File: src/rtl/nyan_sequencer.sv
// Per-frame sprite animation sequencer: on each accepted vblank it steps position,
// animation frame and rainbow phase in shadow registers, then commits them together.
module nyan_sequencer #(
  parameter int unsigned NUM_FRAMES = 2,
  parameter int unsigned FRAME_DIV  = 16,
  parameter int unsigned SCREEN_W   = 640,
  parameter int unsigned LEFT_INIT  = 128,
  parameter int unsigned TOP_INIT   = 128,
  parameter int unsigned TOP_MIN    = 120,
  parameter int unsigned TOP_MAX    = 136,
  parameter int unsigned BOB_STEP   = 8,
  parameter int unsigned X_STEP     = 4
) (
  input  logic clk,
  input  logic rst_n,
  input  logic enable,
  input  logic scroll_en,
  input  logic vblank_start,
  output logic [((NUM_FRAMES > 1) ? $clog2(NUM_FRAMES) : 1)-1:0] anim_frame,
  output logic [9:0] sprite_left,
  output logic [9:0] sprite_top,
  output logic rainbow_phase,
  output logic update_strobe,
  output logic overrun
);

  localparam int unsigned AW = (NUM_FRAMES > 1) ? $clog2(NUM_FRAMES) : 1;
  localparam int unsigned DW = (FRAME_DIV > 1) ? $clog2(FRAME_DIV) : 1;

  typedef enum logic [1:0] {S_IDLE, S_CALC, S_BOB, S_COMMIT} state_t;

  state_t         r_state;
  state_t         w_state_nxt;
  logic [DW-1:0]  r_div;
  logic           r_step;
  logic           r_dir_up;
  logic [AW-1:0]  r_sh_anim;
  logic [9:0]     r_sh_left;
  logic [9:0]     r_sh_top;
  logic           r_sh_phase;

  logic               w_accept;
  logic               w_div_last;
  logic [10:0]        w_left_sum;
  logic [10:0]        w_left_wrap;
  logic signed [11:0] w_top_dn;
  logic signed [11:0] w_top_up;
  logic [AW-1:0]      w_anim_nxt;

  assign w_accept    = (r_state == S_IDLE) && vblank_start && enable;
  assign w_div_last  = (r_div == DW'(FRAME_DIV - 1));
  assign w_left_sum  = 11'(r_sh_left) + 11'(X_STEP);
  assign w_left_wrap = (w_left_sum >= 11'(SCREEN_W)) ? (w_left_sum - 11'(SCREEN_W)) : w_left_sum;
  // Widened signed arithmetic so the upward bob can never wrap below zero.
  assign w_top_dn    = $signed({2'b00, r_sh_top}) + $signed(12'(BOB_STEP));
  assign w_top_up    = $signed({2'b00, r_sh_top}) - $signed(12'(BOB_STEP));
  assign w_anim_nxt  = (r_sh_anim == AW'(NUM_FRAMES - 1)) ? '0 : (r_sh_anim + AW'(1));

  always_comb begin
    w_state_nxt = r_state;
    case (r_state)
      S_IDLE:   if (w_accept) w_state_nxt = S_CALC;
      S_CALC:   w_state_nxt = S_BOB;
      S_BOB:    w_state_nxt = S_COMMIT;
      S_COMMIT: w_state_nxt = S_IDLE;
      default:  w_state_nxt = S_IDLE;
    endcase
  end

  always_ff @(posedge clk) begin
    if (!rst_n) begin
      r_state       <= S_IDLE;
      r_div         <= '0;
      r_step        <= 1'b0;
      r_dir_up      <= 1'b0;
      r_sh_anim     <= '0;
      r_sh_left     <= 10'(LEFT_INIT);
      r_sh_top      <= 10'(TOP_INIT);
      r_sh_phase    <= 1'b0;
      anim_frame    <= '0;
      sprite_left   <= 10'(LEFT_INIT);
      sprite_top    <= 10'(TOP_INIT);
      rainbow_phase <= 1'b0;
      update_strobe <= 1'b0;
      overrun       <= 1'b0;
    end else begin
      r_state       <= w_state_nxt;
      update_strobe <= (r_state == S_COMMIT);
      if (vblank_start && (r_state != S_IDLE)) overrun <= 1'b1;
      case (r_state)
        S_IDLE: begin
          if (w_accept) begin
            r_sh_anim  <= anim_frame;
            r_sh_left  <= sprite_left;
            r_sh_top   <= sprite_top;
            r_sh_phase <= rainbow_phase;
          end
        end
        S_CALC: begin
          r_step <= w_div_last;
          r_div  <= w_div_last ? '0 : (r_div + DW'(1));
          if (scroll_en) r_sh_left <= 10'(w_left_wrap);
        end
        S_BOB: begin
          if (r_step) begin
            r_sh_anim  <= w_anim_nxt;
            r_sh_phase <= ~r_sh_phase;
            if (!r_dir_up) begin
              if (w_top_dn >= $signed(12'(TOP_MAX))) begin
                r_sh_top <= 10'(TOP_MAX);
                r_dir_up <= 1'b1;
              end else begin
                r_sh_top <= 10'(w_top_dn);
              end
            end else begin
              if (w_top_up <= $signed(12'(TOP_MIN))) begin
                r_sh_top <= 10'(TOP_MIN);
                r_dir_up <= 1'b0;
              end else begin
                r_sh_top <= 10'(w_top_up);
              end
            end
          end
        end
        S_COMMIT: begin
          anim_frame    <= r_sh_anim;
          sprite_left   <= r_sh_left;
          sprite_top    <= r_sh_top;
          rainbow_phase <= r_sh_phase;
        end
        default: ;
      endcase
    end
  end

endmodule

File: config.mk
export PLATFORM = sky130hd
export DESIGN_NAME = nyan_sequencer
export DESIGN_NICKNAME = d
export VERILOG_FILES = /design/src/rtl/nyan_sequencer.sv
export SDC_FILE = /design/constraint.sdc
export NUM_CORES = 1
export LEC_CHECK = 0
export ABC_AREA = 1
export CORE_UTILIZATION = 50
export CTS_BUF_LIST = sky130_fd_sc_hd__clkbuf_4
export CTS_CLUSTER_DIAMETER = 200
export DETAILED_ROUTE_END_ITERATION = 10
export PLACE_DENSITY = 0.8
export SYNTH_ARGS = -nofsm -noshare
export SYNTH_HDL_FRONTEND = slang
export SYNTH_SLANG_ARGS = --single-unit
File: constraint.sdc
create_clock -name clk -period 4.9 [get_ports clk]
set_input_delay 1.47 -clock clk [delete_from_list [all_inputs] [get_ports clk]]
set_output_delay 1.47 -clock clk [all_outputs]
set_load 0.05 [all_outputs]
==> flow_summary_export.csv <==
group,metric,value,unit
critical_path,cp.depth,1,
detailed_routing,drt-total-wl,6.27,mm
synthesis,syn_avg_cell_area,7.04,um^2
sta,setup_tns,0,ns
synthesis,syn_nets,423,
pwr,leakagePower,0.00138,uW
pwr,ir_drop,265,uV
synthesis,synthArstFlopShare,0,%
detailed_routing,vias,2659,
cells_and_area,final_cell_count_no_fill,500,
sta,skew,0.0120,ns
sta,slew_headroom,45.9,%
sta,finalHoldViolCount,0,
placed_design,place_inst,492,
global_route,grt_pass1_vias,2390,
critical_path,worstReg2RegStart,"r_state[1]$_SDFFE_PN0P_",
cts,cts_buffer_depth,2,
floorplanning,core-area,0.00551,mm^2
critical_path,r2r_slack,2.17,ns
cts,cts_max_level,2,
global_route,track_usage,21.8,%
floorplanning,io_pins,29,
critical_path,crit_arrival,1.61,ns
critical_path,critPathKind,"flip-flop to output pin",
sta,period_minus_slack,3.08,ns
cts,cts_root_buf,"clkbuf_4",
synthesis,ys_warn_count,0,
critical_path,start_kind,"flip-flop",
critical_path,cpMaxStageDelayCell,"clkdlybuf4s50_1",
sta,setup_viol,0,
pwr,powerDensity,554,mW/mm^2
worst_hold_path,hp-class,"flip-flop to flip-flop",
sta,fin_ws,1.82,ns
floorplanning,dieArea,0.00605,mm^2
floorplanning,fp.dieW,77.8,um
critical_path,critPathCaptureType,"output pin",
global_route,grt-ovfl-total,0,
detailed_routing,drtPass1Iterations,4,
synthesis,synth_top_flop_cell,"dfxtp_1",
detailed_routing,drtAntennaViolNets,0,
cts,numCtsBuffers,5,
flow_run,max_cap_violations,0,
synthesis,synth_top_cell_by_area,"dfxtp_1",
critical_path,crit_path_max_incr_delay,0.82,ns
cells_and_area,n_antenna_cell,0,
cells_and_area,fill_cells,493,
floorplanning,start_util,52.2,%
placed_design,hpwl,4.43,mm
floorplanning,die_h,77.8,um
synthesis,synth.cell_area,0.00287,mm^2
critical_path,crit_chain,"clkdlybuf4s50_1",
placed_design,place_congestion,0.915,
floorplanning,rows,27,
critical_path,critPathRequiredTime,3.43,ns
synthesis,synth_edf_count,0,
placed_design,place_ws,1.66,ns
global_route,grt_pass1_wl,10.7,mm
detailed_routing,wl_per_cell,12.5,um
cells_and_area,drive_above_1_share,8.64,%
placed_design,port-buffer-count,28,
critical_path,crit_family,"buffers and inverters",
critical_path,setup.worst_path.start,"sprite_left[1]$_SDFFE_PN0P_",
sta,fmax,325,MHz
synthesis,synthTopCellsByCount,"nand2_1, dfxtp_1, nor2_1",
cells_and_area,fin_nets,442,
cts,cts_resized,0,
critical_path,r2r-end,"r_sh_left[2]$_SDFFE_PN0P_",
run_status,status,"finished, final reports clean",
cts,postCtsHoldBufs,0,
sta,tightest_slew,0.806,ns
cts,postCtsSetupBuffers,0,
critical_path,reg2regPathDepth,9,
synthesis,ys_ff_latch,54,
detailed_routing,drtIter0Drc,205,
critical_path,crit_end,"sprite_left[1]",
synthesis,synth_cell_type_count,36,
critical_path,worst-path-buf-inv,1,
cts,clock_latency,0.39,ns
sta,grt_setup_unrepaired,"no",
synthesis,synth_top_area_share,37.6,%
synthesis,yosys-top-cells-area,"dfxtp_1, nand2_1, a21oi_1",
synthesis,syn-instance-count,408,
sta,slew_viol_final,0,
global_route,antenna_found_initial,0,
detailed_routing,drc_errors,0,
synthesis,yosysMostFrequentCell,"nand2_1",
sta,finalCritPeriodShare,62.9,%
pwr,total_power,1790,uW
cts,cts_sinks,54,
cts,clk_pin_slew_worst_paths,0.16,ns
cts,cts_tree,"built",
detailed_routing,via_per_inst,5.32,
critical_path,cp_max_fo,3,
global_route,grt_max_degree,41,
synthesis,synth-seq-area-share,37.6,%
cells_and_area,area_delta_synth_final,12.5,%
## flip-flops by register name (all words and copies together) (netlist names), 2 cells and up
register,count
r_state,2
r_sh_top,10
r_div,4
sprite_top,10
sprite_left,10
r_sh_left,10
## cells in the final DEF, fill, tap and decap left out
master           count
nand2_1             77
dfxtp_1             54
nor2_1              51
a21oi_1             40
o21ai_0             36
inv_1               31
nand3_1             29
clkdlybuf4s50_1     28
ha_1                10
nand2_2              7
nand4_1              7
a211oi_1             7
inv_2                6
o21ai_1              5
clkbuf_4             5
nor2_4               4
nor2_2               4
xnor2_1              3
o211ai_1             3
nor3b_1              2
a21oi_2              2
a221oi_1             2
clkinv_1             2
buf_4                2
a31oi_1              1
or2_2                1
or2_1                1
xor2_1               1
a211oi_2             1
a21oi_4              1
nand2_4              1
nor3_1               1
clkinv_2             1
inv_6                1
bufinv_16            1
## logic make-up (layout without fill, tap and decap cells)
group,Yosys count,after routing,share of synthesized area (%)
AOI/OAI and AO/OA,98,98,19.2
xor gates and xnor gates,4,4,1.22
adders and majority gates,10,10,4.36
buffers and inverters,57,77,8.84
DFF,54,54,37.6
and+or+nand+nor,185,185,28.8
## stage by stage
stage          hold slack (ns)  utilization (%)  cell area, um^2
3_5_place_dp             0.463             57.2             3150
4_1_cts                  0.489             58.7             3230
5_1_grt                  0.510             58.7             3230
2_1_floorplan            0.444                -             2870
6_report                 0.490             58.7             3230
3_3_place_gp             0.462             57.2             3150
## cell type report
type | instances | area [um^2] | area share [%]
clock buffers | 5 | 37.5 | 1.16
clock inverters | 3 | 43.8 | 1.36
inverters | 39 | 146 | 4.53
multi-input cells | 297 | 1540 | 47.6
flip-flops and latches | 54 | 1080 | 33.4
well taps | 72 | 90.1 | 2.79
repair buffers | 30 | 295 | 9.14
## worst min path at each step
stage,start,endpoint,slack [ns],depth (start not counted)
global placement,overrun$_SDFFE_PN0P_,overrun$_SDFFE_PN0P_,0.46,2
detailed placement,overrun$_SDFFE_PN0P_,overrun$_SDFFE_PN0P_,0.46,2
finish,r_sh_left[0]$_SDFFE_PN0P_,sprite_left[0]$_SDFFE_PN0P_,0.49,2
CTS,r_sh_left[0]$_SDFFE_PN0P_,sprite_left[0]$_SDFFE_PN0P_,0.49,2
floorplan,r_sh_left[0]$_SDFFE_PN0P_,sprite_left[0]$_SDFFE_PN0P_,0.44,2
global route,r_sh_left[0]$_SDFFE_PN0P_,sprite_left[0]$_SDFFE_PN0P_,0.51,2
## where the power goes
group / total (uW) / switching, uW / leakage, uW / internal [uW]
Sequential: 660 / 113 / 0.000441 / 547
Clock: 255 / 147 / 0.0000456 / 109
Combinational: 875 / 584 / 0.000889 / 291
## metal layers
metal  wire, um  global-route usage, %  part of all wire, %
met3        230                   3.41                  3.7
met2       2930                   36.3                   47
met5          0                      0                    0
met4         61                   6.60                 0.97
met1       3050                   28.8                   49
(Power assumes the default switching activity.)
